--- config.mk ---
export PLATFORM = sky130hd
export DESIGN_NAME = buzzer_arbiter
export DESIGN_NICKNAME = d
export VERILOG_FILES = /design/src/rtl/buzzer_pkg.sv /design/src/rtl/buzzer_tone_gen.sv /design/src/rtl/buzzer_arbiter.sv
export SDC_FILE = /design/constraint.sdc
export NUM_CORES = 1
export LEC_CHECK = 0
export ABC_AREA = 0
export ABC_CLOCK_PERIOD_IN_PS = 8470
export BUFFER_PORTS_ARGS = -buffer_cell sky130_fd_sc_hd__buf_2
export CAP_MARGIN = 0
export CORE_MARGIN = 1.5
export CORE_UTILIZATION = 40
export DETAILED_ROUTE_END_ITERATION = 10
export PLACE_DENSITY_LB_ADDON = 0.2
export SLEW_MARGIN = 20
export SYNTH_ARGS = -nofsm -noshare
export SYNTH_HDL_FRONTEND = slang
export SYNTH_SLANG_ARGS = --single-unit
--- constraint.sdc ---
create_clock -name clk -period 8.47 [get_ports clk]
set_input_delay 0.847 -clock clk [delete_from_list [all_inputs] [get_ports clk]]
set_output_delay 0.847 -clock clk [all_outputs]
set_load 0.005 [all_outputs]
--- src/rtl/buzzer_pkg.sv ---
// Shared definitions for the buzzer arbiter.
//   SRC_*   : 2-bit source codes, also the priority rank (higher value wins).
//   state_t : arbiter FSM state encoding.
package buzzer_pkg;

  localparam logic [1:0] SRC_KEY  = 2'd0;
  localparam logic [1:0] SRC_TICK = 2'd1;
  localparam logic [1:0] SRC_OK   = 2'd2;
  localparam logic [1:0] SRC_ERR  = 2'd3;

  typedef enum logic {
    ST_IDLE = 1'b0,
    ST_PLAY = 1'b1
  } state_t;

endpackage

--- src/rtl/buzzer_tone_gen.sv ---
// Square-wave tone generator: half-period counter plus toggle flip-flop.
// Ports:
//   clk, rst_n   : clock, synchronous active-low reset
//   restart      : start a fresh tone this edge (counter 0, level 1)
//   run          : keep the tone running; when low the generator parks at 0
//   half_period  : half-period in clk cycles (>= 1)
//   tone         : level the tone flip-flop takes at the coming edge, so the
//                  parent can register the buzzer pin without adding latency
module buzzer_tone_gen (
  input  logic        clk,
  input  logic        rst_n,
  input  logic        restart,
  input  logic        run,
  input  logic [31:0] half_period,
  output logic        tone
);

  logic [31:0] half_cnt;
  logic [31:0] half_cnt_next;
  logic        tone_q;

  always_comb begin
    half_cnt_next = '0;
    tone          = 1'b0;
    if (restart) begin
      half_cnt_next = '0;
      tone          = 1'b1;
    end else if (run) begin
      if (half_cnt == half_period - 32'd1) begin
        half_cnt_next = '0;
        tone          = ~tone_q;
      end else begin
        half_cnt_next = half_cnt + 32'd1;
        tone          = tone_q;
      end
    end
  end

  always_ff @(posedge clk) begin
    if (!rst_n) begin
      half_cnt <= '0;
      tone_q   <= 1'b0;
    end else begin
      half_cnt <= half_cnt_next;
      tone_q   <= tone;
    end
  end

endmodule

--- src/rtl/buzzer_arbiter.sv ---
// Shares one piezo buzzer between key-click, countdown-tick, success and
// fail events with fixed priority (err > ok > tick > key) and preemption.
// Each source plays a timed square-wave pattern; the fail pattern has a
// silent window in the middle.
// Ports:
//   clk, rst_n                      : clock, synchronous active-low reset
//   req_key/req_tick/req_ok/req_err : 1-cycle request pulses
//   mute                            : force buzzer low, sequencing continues
//   buzzer                          : registered buzzer pin drive
//   busy                            : a pattern is playing
//   active_src                      : source currently playing (valid when busy)
//   drop_cnt                        : saturating count of lost requests
module buzzer_arbiter
  import buzzer_pkg::*;
#(
  parameter logic [31:0] HALF_KEY  = 32'd50000,
  parameter logic [31:0] HALF_TICK = 32'd100000,
  parameter logic [31:0] HALF_OK   = 32'd25000,
  parameter logic [31:0] HALF_ERR  = 32'd100000,
  parameter logic [31:0] DUR_KEY   = 32'd10000000,
  parameter logic [31:0] DUR_TICK  = 32'd5000000,
  parameter logic [31:0] DUR_OK    = 32'd30000000,
  parameter logic [31:0] DUR_ERR   = 32'd15000000,
  parameter logic [31:0] GAP_LO    = 32'd5000000,
  parameter logic [31:0] GAP_HI    = 32'd10000000
) (
  input  logic       clk,
  input  logic       rst_n,
  input  logic       req_key,
  input  logic       req_tick,
  input  logic       req_ok,
  input  logic       req_err,
  input  logic       mute,
  output logic       buzzer,
  output logic       busy,
  output logic [1:0] active_src,
  output logic [7:0] drop_cnt
);

  function automatic logic [31:0] half_of(input logic [1:0] src);
    case (src)
      SRC_KEY:  return HALF_KEY;
      SRC_TICK: return HALF_TICK;
      SRC_OK:   return HALF_OK;
      default:  return HALF_ERR;
    endcase
  endfunction

  function automatic logic [31:0] dur_of(input logic [1:0] src);
    case (src)
      SRC_KEY:  return DUR_KEY;
      SRC_TICK: return DUR_TICK;
      SRC_OK:   return DUR_OK;
      default:  return DUR_ERR;
    endcase
  endfunction

  function automatic logic [7:0] sat_add(input logic [7:0] a, input logic [2:0] b);
    logic [8:0] sum;
    sum = {1'b0, a} + {6'b0, b};
    return sum[8] ? 8'hFF : sum[7:0];
  endfunction

  state_t      state;
  state_t      state_next;
  logic [31:0] dur_cnt;
  logic [31:0] dur_next;
  logic [1:0]  src_next;
  logic [1:0]  winner;
  logic [2:0]  n_req;
  logic [2:0]  drops;
  logic        any_req;
  logic        ending;
  logic        start;
  logic        in_gap;
  logic        tone;

  always_comb begin
    any_req = req_key | req_tick | req_ok | req_err;
    n_req   = {2'b0, req_key} + {2'b0, req_tick} + {2'b0, req_ok} + {2'b0, req_err};

    if (req_err)       winner = SRC_ERR;
    else if (req_ok)   winner = SRC_OK;
    else if (req_tick) winner = SRC_TICK;
    else               winner = SRC_KEY;

    // The last cycle of a pattern is treated as free: a request arriving then
    // starts its own pattern whatever its priority.
    ending = (state == ST_PLAY) && (dur_cnt == dur_of(active_src) - 32'd1);
    start  = any_req && ((state == ST_IDLE) || ending || (winner >= active_src));

    // Every request that does not start a pattern is lost.
    drops    = start ? (n_req - 3'd1) : n_req;
    src_next = start ? winner : active_src;

    if (start)       state_next = ST_PLAY;
    else if (ending) state_next = ST_IDLE;
    else             state_next = state;

    if (start)                       dur_next = '0;
    else if (state_next == ST_PLAY)  dur_next = dur_cnt + 32'd1;
    else                             dur_next = '0;

    in_gap = (src_next == SRC_ERR) && (dur_next > GAP_LO) && (dur_next < GAP_HI);
  end

  buzzer_tone_gen u_tone (
    .clk         (clk),
    .rst_n       (rst_n),
    .restart     (start),
    .run         (state_next == ST_PLAY),
    .half_period (half_of(src_next)),
    .tone        (tone)
  );

  always_ff @(posedge clk) begin
    if (!rst_n) begin
      state      <= ST_IDLE;
      dur_cnt    <= '0;
      active_src <= SRC_KEY;
      busy       <= 1'b0;
      buzzer     <= 1'b0;
      drop_cnt   <= '0;
    end else begin
      state      <= state_next;
      dur_cnt    <= dur_next;
      active_src <= src_next;
      busy       <= (state_next == ST_PLAY);
      buzzer     <= (state_next == ST_PLAY) && tone && !in_gap && !mute;
      drop_cnt   <= sat_add(drop_cnt, drops);
    end
  end

endmodule

== Yosys cells after proc, flatten, opt, wreduce, memory -nomap -nowiden ==
Index checks and enable logic that the tools add are counted.
Cells by class
  multiplexer cells: 15
  bitwise logic cells: 7
  $lt $le $gt $ge: 3
  add/subtract/negate cells: 9
  eq/ne operators: 6
  reduce and logical (&&, ||, !) cells: 14
Operator list (number)
  $pmux W25 S3: 1
  $add A32 B1 Y32 const B: 2
  $eq A32 B32 Y1: 2
  $mux W32: 2
  $pmux W17 S2: 1
  $gt A32 B23 Y1 const B: 1
  $lt A32 B24 Y1 const B: 1
  $sub A32 B1 Y32 const B: 1
  $sub A17 B1 Y18 const B: 1
  $add A8 B3 Y9: 1
  $mux W8: 1
  $logic_and A1 B1 Y1: 7
  $eq A2 B2 Y1 const B: 3
  $mux W1: 6
  $mux W2: 3
  $logic_not A2 Y1: 2
  $not A1 Y1: 4
  $reduce_or A4 Y1: 1
  $add A2 B1 Y3: 1
  $add A3 B1 Y3: 1
  $mux W3: 1
  $or A1 B1 Y1: 3
  $sub A3 B1 Y3 const B: 1
  $add A1 B1 Y2: 1
  4 further kinds: 6
Storage, ports and cells
  logic and storage cells: 61
  flip-flop bits (word level): 77
  output and inout bits: 12

== Depth between registers and ports, before layout ==
Gate-level depths: netlist (run 1).
  depth after elaboration: 19
  gate-level depth with buffers: 18
  gate-level depth less buffers: 16

== Cells and area by module ==
Synthesis (run 1) repeated with hierarchy kept, for this count alone.
Second synthesis, totals
  cells, all modules: 718
  area, all modules: 5761.8 um^2
By module, submodules not included
  buzzer_arbiter: cells each 392, area each 3050.4 um^2, instances 1, sequential area each 880.8 um^2
  buzzer_tone_gen: cells each 326, area each 2711.4 um^2, instances 1, sequential area each 660.6 um^2

== Worst setup path after synthesis (run 1) ==
OpenSTA, ideal clock, no wires.
  kind: flip-flop to flip-flop
  start: register dur_cnt[1]
  end: register drop_cnt[2]
  slack: 4.817 ns
  cell stages (with the launch flop): 19
  arrival time: 3.526 ns
  period minus slack after synthesis: 3.653 ns
  path through: dfxtp_1 > ha_1 > and4_1 > buf_4 > and2_2 > and2_1 > nand4_1 > o21a_1 > a21boi_0 > xnor2_1 > ha_1 > fa_1 > a21oi_1 > nor2b_1 > and3_1 > and3_1 > clkbuf_1 > nor2_1 > nor2_1
Between the ends
  cells in the longest elaborated chain, start to end: 8
RTL lines
  start: declaration: RTL line buzzer_arbiter.sv:66  | logic [31:0] dur_cnt;
  start signal: assignment: RTL line buzzer_arbiter.sv:126  | dur_cnt <= dur_next;
  $eq A32 B32 Y1: RTL line buzzer_arbiter.sv:89  | ending = (state == ST_PLAY) && (dur_cnt == dur_of(active_src) - 32'd1);
  $logic_and A1 B1 Y1: RTL line buzzer_arbiter.sv:89
  $logic_or A1 B1 Y1 (2 in series): RTL line buzzer_arbiter.sv:90  | start = any_req && ((state == ST_IDLE) || ending || (winner >= active_src));
  $logic_and A1 B1 Y1: RTL line buzzer_arbiter.sv:90
  $mux W3: RTL line buzzer_arbiter.sv:93  | drops = start ? (n_req - 3'd1) : n_req;
  $add A8 B3 Y9: RTL line buzzer_arbiter.sv:60  | sum = {1'b0, a} + {6'b0, b};
  $mux W8: RTL line buzzer_arbiter.sv:61  | return sum[8] ? 8'hFF : sum[7:0];
  end signal: assignment: RTL line buzzer_arbiter.sv:130  | drop_cnt <= sat_add(drop_cnt, drops);
  end: declaration: RTL line buzzer_arbiter.sv:37  | output logic [7:0] drop_cnt
Every way passes these cells.
A chain may end at the register's enable or synchronous reset.

== Final worst setup path (run 1) ==
  start: register dur_cnt[0]
  end: register drop_cnt[4]
The elaborated chain is that of the path after synthesis.

==> flow_metrics.py, run 1 <==
metrics = {
    "status": {
        "outcome": "finished clean",
    },
    "power_and_ir_drop": {
        "static-leakage-power_nw": 1.77,
        "vdd_ir_drop_max_mv": 0.150,
        "p_total_w": 0.000903,
        "power.density_cell_area_nw_per_um2": 181,
    },
    "worst_setup_path": {
        "r2r_cells": 16,
        "timing.reg2reg.setup_slack_ns": 4.32,
        "timing.critical_path.arrival_ns": 4.37,
        "worstSetupEndpointType": "register",
        "regToRegEndpoint": "drop_cnt[4]",
        "endpoint_required_time_on_the_critical_path_ns": 8.69,
        "critical_path.reg2reg.startpoint": "dur_cnt[0]",
        "critical_path_peak_fanout": 8,
        "start_kind": "register",
        "timing.setup.critical_path_class": "register to register",
    },
    "timing": {
        "setup-violations-final": 0,
        "fin_skew_ns": 0.00541,
        "finalHoldViolations": 0,
        "grt_setup_unrepaired": "false",
        "holdWs_ns": 0.458,
        "fmaxAchievable_ghz": 0.241,
        "final.setup.tns_ns": 0,
        "worst-slew-pin-transition_ns": 0.782,
        "post-route-min-period_ns": 4.15,
        "maxSlewViolCount": 0,
        "fin_ws_ns": 4.32,
        "crit_share_post_route_pct": 49.0,
        "slew_headroom_pct": 47.5,
    },
    "die": {
        "initial_core_util_pct": 41.4,
        "placement_rows": 38,
        "num_io_pins": 19,
        "die_h_um": 109,
        "die_width_um": 109,
        "core-area_sq_um": 10900,
        "dieArea_sq_um": 12000,
    },
    "cts": {
        "tritoncts_num_sinks": 77,
        "clock_latency_on_the_worst_skew_pair_ns": 0.34,
        "post_cts.resized_instances": 0,
        "post_cts_buffers": 0,
        "cts_buffers": 9,
        "cts_hold_buffers": 0,
        "cts.path.max_buffers": 2,
        "clock-root-buffer": "sky130_fd_sc_hd__clkbuf_16",
        "cts.htree.levels": 3,
        "cts.reportedPaths.clkPinSlew_ns": 0.06,
        "tritoncts": "built",
    },
    "placed_design": {
        "gp_congestion": 0.946,
        "detailed_place.area_sq_um": 4660,
        "preCtsSetupSlack_ns": 4.29,
        "post-dp-hpwl_um": 7270,
        "port-buffer-count": 18,
    },
    "route": {
        "wire_per_inst_um": 14.0,
        "drtPass1Iterations": 5,
        "drt_iter0_drc": 270,
        "ant_nets": 0,
        "routed_vias": 3864,
        "viasPerCell": 5.38,
        "drcViolationCount": 0,
        "detail_route.wirelength_um": 10000,
    },
    "grt": {
        "globalRouteTotalUtil_pct": 18.6,
        "grt_first_pass_wirelength_um": 17300,
        "grt_pass1_vias": 3625,
        "antenna_found_initial": 0,
        "globalRouteOverflowTotal": 0,
        "grt_start_max_net_pins": 33,
    },
    "synth": {
        "ys_seq_elements": 77,
        "synth-warning-count": 0,
        "mean_cell_area_of_the_mapped_netlist_sq_um": 7.90,
        "synth_largest_type_area_fraction_pct": 34.0,
        "synth_xor_xnor_area_share_pct": 14.3,
        "synth_top_cells_by_area": "sky130_fd_sc_hd__dfxtp_1, sky130_fd_sc_hd__nor2_1, sky130_fd_sc_hd__xor2_1, sky130_fd_sc_hd__xnor2_1, sky130_fd_sc_hd__nand2_1",
        "yosys_most_used_dff": "sky130_fd_sc_hd__dfxtp_1",
        "synth_top_area_cell": "sky130_fd_sc_hd__dfxtp_1",
        "synth_mux_area_share_pct": 0.470,
        "mappedNetlistNets": 593,
        "synthMostInstantiatedCell": "sky130_fd_sc_hd__nor2_1",
        "synth_compound_gate_area_share_pct": 10.1,
        "yosys.area_share.adder_pct": 3.92,
        "post_synth_instance_area_sq_um": 4530,
        "number_of_enable_type_register_cells_in_the_synthesized_netlist": 0,
        "yosysSeqAreaShare_pct": 34.0,
        "ys_top_cells_by_count": "sky130_fd_sc_hd__nor2_1, sky130_fd_sc_hd__dfxtp_1, sky130_fd_sc_hd__nand2_1, sky130_fd_sc_hd__xor2_1, sky130_fd_sc_hd__xnor2_1",
        "synth_top_family_by_area": "simple AND/OR/NAND/NOR gates",
        "post_synth_and_or_nand_nor_area_fraction_pct": 32.6,
        "synthCells": 573,
        "ys_types": 64,
        "asyncSetResetFlopFracSynth_pct": 0,
    },
    "layout": {
        "proportion_of_layout_cells_with_a_drive_suffix_above_1_pct": 7.44,
        "antenna_cells_inserted": 0,
        "fillCellCount": 1091,
        "footprint_of_the_multi_input_gates_sq_um": 2790,
        "ff_latch_area_sq_um": 1540,
        "flow.area_growth_from_synthesis_pct": 9.95,
        "post-route-cell-area_sq_um": 4980,
        "finalNetCount": 593,
    },
    "min_path": {
        "worst_hold_path.num_cells": 1,
        "hold_path_end": "u_tone.half_cnt[0]",
        "worst_hold_path_type": "register to register",
        "hold_crit_start": "u_tone.half_cnt[0]",
    },
    "run": {
        "max_capacitance_violation_count": 0,
    },
}
## how the worst max path moves through the flow
stage                          start                   to  slack [ns]  cells after the start
final                     dur_cnt[0]          drop_cnt[4]        4.32                     16
after floorplan           dur_cnt[1]          drop_cnt[2]        4.82                     18
after global routing      dur_cnt[0]          drop_cnt[2]        4.01                     16
after detailed placement  dur_cnt[0]          drop_cnt[4]        4.29                     16
after CTS                 dur_cnt[0]          drop_cnt[4]        4.28                     16
after global placement      req_tick  u_tone.half_cnt[28]        4.30                     13
## state kept, by name, summed over array words and instances, names as in the netlist
register / flops
state: 1
buzzer: 1
u_tone.half_cnt: 32
active_src: 2
u_tone.tone_q: 1
drop_cnt: 8
dur_cnt: 32
## stage by stage
stage               instances  utilization [%]
floorplan                 573                -
global placement          702             42.6
detailed placement        702             42.6
CTS                       718             45.5
global route              718             45.5
finish                    718             45.5
## final cells by class
type	instances	share of cell area [%]
repair buffers	18	1.81
multi-input cells	450	56.0
inverters	17	1.28
clock buffers	11	4.67
well taps	140	3.52
flip-flops and latches	77	31.0
clock inverters	5	1.71
## placed cells by master, fill, tap and decap left out, types with 3 or more instances in the layout
cell type / instances
sky130_fd_sc_hd__and2_1: 3
sky130_fd_sc_hd__nand4_1: 18
sky130_fd_sc_hd__and3_1: 20
sky130_fd_sc_hd__o31ai_1: 3
sky130_fd_sc_hd__xor2_1: 42
sky130_fd_sc_hd__nor3_1: 15
sky130_fd_sc_hd__a21o_1: 3
sky130_fd_sc_hd__inv_1: 17
sky130_fd_sc_hd__o21ai_0: 8
sky130_fd_sc_hd__xnor2_1: 32
sky130_fd_sc_hd__or3_1: 3
sky130_fd_sc_hd__nor3b_1: 7
sky130_fd_sc_hd__or4_1: 5
sky130_fd_sc_hd__buf_2: 18
sky130_fd_sc_hd__nor2_1: 107
sky130_fd_sc_hd__nand2_1: 45
sky130_fd_sc_hd__a31oi_1: 6
sky130_fd_sc_hd__and3b_1: 3
sky130_fd_sc_hd__nor2b_1: 6
sky130_fd_sc_hd__nand3_1: 29
sky130_fd_sc_hd__dfxtp_1: 77
sky130_fd_sc_hd__o211ai_1: 4
sky130_fd_sc_hd__nand2b_1: 8
sky130_fd_sc_hd__nor4_1: 9
sky130_fd_sc_hd__clkbuf_16: 9
sky130_fd_sc_hd__a21oi_1: 16
sky130_fd_sc_hd__ha_1: 11
sky130_fd_sc_hd__and4_1: 3
## critical path, stage by stage, from the launching register on
cell and delay, ns:
sky130_fd_sc_hd__dfxtp_1 0.38, sky130_fd_sc_hd__ha_1 0.26, sky130_fd_sc_hd__and4_1 0.39, sky130_fd_sc_hd__and2_2 0.26
sky130_fd_sc_hd__and2_1 0.18, sky130_fd_sc_hd__nand4_1 0.15, sky130_fd_sc_hd__o21a_1 0.24, sky130_fd_sc_hd__a21boi_0 0.47
sky130_fd_sc_hd__xnor2_1 0.14, sky130_fd_sc_hd__ha_1 0.23, sky130_fd_sc_hd__fa_1 0.41, sky130_fd_sc_hd__a21oi_1 0.19
sky130_fd_sc_hd__nor2b_1 0.08, sky130_fd_sc_hd__and3_1 0.22, sky130_fd_sc_hd__and3_1 0.26, sky130_fd_sc_hd__nor2_1 0.13
sky130_fd_sc_hd__nor2_1 0.05
## cells by family (layout without fill, tap and decap cells)
logic type	count (synthesis)	in the layout
adder cells (fa/ha/maj)	13	13
AND/OR/NAND/NOR	296	296
AO/OA/AOI/OAI	65	65
multiplexers	2	2
XOR/XNOR	74	74
flip-flops	77	77
buffers and inverters	46	51
## power by group
group / internal [W] / switching (W) / total, W / leakage, nW
Clock: 0.000259 / 0.000155 / 0.000414 / 0.150
Sequential: 0.000374 / 0.0000122 / 0.000386 / 0.623
Combinational: 0.0000452 / 0.0000584 / 0.000104 / 1.00
## metal layers
layer	global-route usage, %	up-vias	routed length, um
met3	4.03	12	492
met1	24.5	1799	4790
met4	8.16	0	199
li1	-	1977	-
met5	0	-	0
met2	29.1	76	4540
No activity file was read; power rests on OpenSTA's default activity.
==> inputs of run 2 (changes only) <==
--- a/config.mk
+++ b/config.mk
@@ -6,7 +6,7 @@
 export NUM_CORES = 1
 export LEC_CHECK = 0
 export ABC_AREA = 0
-export ABC_CLOCK_PERIOD_IN_PS = 8470
+export ABC_CLOCK_PERIOD_IN_PS = 3500
 export BUFFER_PORTS_ARGS = -buffer_cell sky130_fd_sc_hd__buf_2
 export CAP_MARGIN = 0
 export CORE_MARGIN = 1.5
==> constraint.sdc (replaced) <==
create_clock -name clk -period 3.5 [get_ports clk]
set_input_delay 0.35 -clock clk [delete_from_list [all_inputs] [get_ports clk]]
set_output_delay 0.35 -clock clk [all_outputs]
set_load 0.005 [all_outputs]
==> run 2 against run 1 <==
Against the previous run: cell count grew 4.0%; register-to-register slack lost 4.1 ns; fmax grew 26%; highest routed layer unchanged; non-clock buffer count grew 29; global-route usage grew 0.46 points; clock power grew 110%; routed wire length grew 5.6%; worst hold slack lost 0.26 ns; critical path type unchanged.
==> flow_metrics.py, run 2 (synthesis gave the netlist of run 1 again) <==
metrics = {
    "layout": {
        "proportion_of_layout_cells_with_a_drive_suffix_above_1_pct": 13.3,
        "top_library_cells_by_usage_in_the_layout_fill_and_taps_aside": "sky130_fd_sc_hd__nor2_1, sky130_fd_sc_hd__dfxtp_1, sky130_fd_sc_hd__nand2_1, sky130_fd_sc_hd__xor2_1, sky130_fd_sc_hd__xnor2_1",
        "flow.area_growth_from_synthesis_pct": 14.6,
        "fillCellCount": 1110,
        "finalNetCount": 622,
        "antenna_cells_inserted": 0,
        "ff_latch_area_sq_um": 1550,
        "final_common_cell": "sky130_fd_sc_hd__nor2_1",
        "footprint_of_the_multi_input_gates_sq_um": 2810,
        "layout_top_registers": "dur_cnt (32), u_tone.half_cnt (32), drop_cnt (8)",
    },
    "timing": {
        "finalHoldViolations": 0,
        "slew_headroom_pct": 60.7,
        "fin_skew_ns": 0.00661,
        "post-route-min-period_ns": 3.29,
        "final.setup.tns_ns": 0,
        "worst-slew-pin-transition_ns": 0.587,
        "fmaxAchievable_ghz": 0.304,
        "setup-violations-final": 0,
        "maxSlewViolCount": 0,
        "crit_share_post_route_pct": 94.0,
        "grt_setup_unrepaired": "false",
    },
    "placed_design": {
        "post-dp-hpwl_um": 7850,
        "port-buffer-count": 18,
        "gp_congestion": 0.868,
    },
    "die": {
        "num_io_pins": 19,
        "core-area_sq_um": 10900,
        "placement_rows": 38,
        "die_width_um": 109,
        "initial_core_util_pct": 41.4,
        "die_h_um": 109,
        "dieArea_sq_um": 12000,
    },
    "route": {
        "m1WireLength_um": 5050,
        "wire_per_inst_um": 14.2,
        "ant_nets": 0,
        "wl_met2_um": 4920,
        "viasPerCell": 5.41,
        "drtPass1Iterations": 5,
        "drcViolationCount": 0,
        "drt_iter0_drc": 330,
        "wl_met3_um": 387,
        "detail_route.wirelength_um": 10600,
        "routed_vias": 4040,
        "highest-signal-layer": "met4",
    },
    "cts": {
        "cts_buffers": 9,
        "tritoncts_num_sinks": 77,
        "cts_hold_buffers": 0,
        "clock_latency_on_the_worst_skew_pair_ns": 0.35,
        "cts.htree.levels": 3,
        "cts.reportedPaths.clkPinSlew_ns": 0.06,
        "cts.path.max_buffers": 2,
        "clock-root-buffer": "sky130_fd_sc_hd__clkbuf_16",
        "tritoncts": "built",
    },
    "power_and_ir_drop": {
        "total_switching_power_w": 0.000563,
        "fraction_of_power_consumed_by_sequential_logic_pct": 44.9,
        "power_switching_share_pct": 27.1,
        "pwr-share-comb_pct": 13.1,
        "internal_power_w": 0.00151,
        "static-leakage-power_nw": 1.91,
        "vdd_ir_drop_max_mv": 0.347,
        "p_total_w": 0.00208,
        "power.density_cell_area_nw_per_um2": 401,
        "clkPwrFrac_pct": 42.1,
    },
    "run": {
        "max_capacitance_violation_count": 0,
    },
    "worst_setup_path": {
        "start_kind": "register",
        "critical_path_peak_fanout": 6,
        "endpoint_required_time_on_the_critical_path_ns": 3.72,
        "timing.reg2reg.setup_slack_ns": 0.21,
        "timing.setup.critical_path_class": "register to register",
        "worstSetupEndpointType": "register",
        "timing.critical_path.arrival_ns": 3.51,
    },
    "grt": {
        "grt_start_max_net_pins": 33,
        "globalRouteOverflowTotal": 0,
        "grt_first_pass_wirelength_um": 17800,
        "antenna_found_initial": 0,
        "globalRouteTotalUtil_pct": 19.0,
        "grt_pass1_vias": 3729,
    },
    "min_path": {
        "worst_hold_path_type": "input port to register",
    },
    "status": {
        "outcome": "finished clean",
    },
}
==> run 2: per-stage QoR <==
| stage | cell area [sq um] | hold WS, ns | worst slack (ns) | utilization (%) | std cells |
|---|---|---|---|---|---|
| after floorplan | 4530 | 0.418 | 0.0647 | - | 573 |
| after global placement | 4870 | 0.430 | 0.149 | 44.6 | 729 |
| after detailed placement | 4870 | 0.457 | 0.0385 | 44.6 | 729 |
| final | 5190 | 0.194 | 0.208 | 47.4 | 747 |
| after CTS | 5150 | 0.182 | 0.0364 | 47.1 | 745 |
| after global routing | 5190 | 0.193 | 0.0107 | 47.4 | 747 |
==> run 2: cell type report <==
type / count / area share, %
multi-input cells: 450 / 54.1
flip-flops and latches: 77 / 29.9
inverters: 17 / 1.23
well taps: 140 / 3.38
clock buffers: 10 / 4.41
clock inverters: 6 / 0.892
repair buffers: 47 / 6.17
==> run 2: final timing paths <==
check | end | startpoint | depth (start not counted)
worst min-delay path | buzzer | mute | 2
worst max register to register | drop_cnt[4] | dur_cnt[17] | 14
worst min register to register | dur_cnt[0] | dur_cnt[0] | 1
worst max-delay path | drop_cnt[4] | dur_cnt[17] | 14
==> run 2: repair_timing <==
item | 4_1_cts | 5_1_grt
resized for setup | 0 | 11
setup endpoints to repair | 0 | 9
setup buffers | 0 | 2
==> run 2: critical path, stage by stage (launching register included) <==
cell	delay (ns)
sky130_fd_sc_hd__dfxtp_1	0.34
sky130_fd_sc_hd__or3_1	0.42
sky130_fd_sc_hd__nor4_2	0.29
sky130_fd_sc_hd__nand4_1	0.18
sky130_fd_sc_hd__o21a_1	0.25
sky130_fd_sc_hd__a21boi_2	0.17
sky130_fd_sc_hd__xnor2_1	0.09
sky130_fd_sc_hd__ha_1	0.21
sky130_fd_sc_hd__fa_2	0.35
sky130_fd_sc_hd__a21oi_1	0.15
sky130_fd_sc_hd__nor2b_1	0.08
sky130_fd_sc_hd__and3_1	0.21
sky130_fd_sc_hd__and3_2	0.26
sky130_fd_sc_hd__nor2_1	0.13
sky130_fd_sc_hd__nor2_1	0.05
==> run 2: power by group through the flow <==
stage	registers, W	clock network [W]	logic (W)
CTS	0.000932	0.000897	0.000271
detailed placement	0.000951	0	0.000268
global route	0.000937	0.000935	0.000313
floorplan	0.000947	0	0.000187
finish	0.000933	0.000874	0.000271
global placement	0.000951	0	0.000266
==> run 2: routing by layer <==
metal | track usage (%) | vias to the layer above
li1 | - | 2037
met3 | 3.08 | 18
met2 | 30.7 | 90
met1 | 24.8 | 1895
met4 | 9.00 | 0
met5 | 0 | -
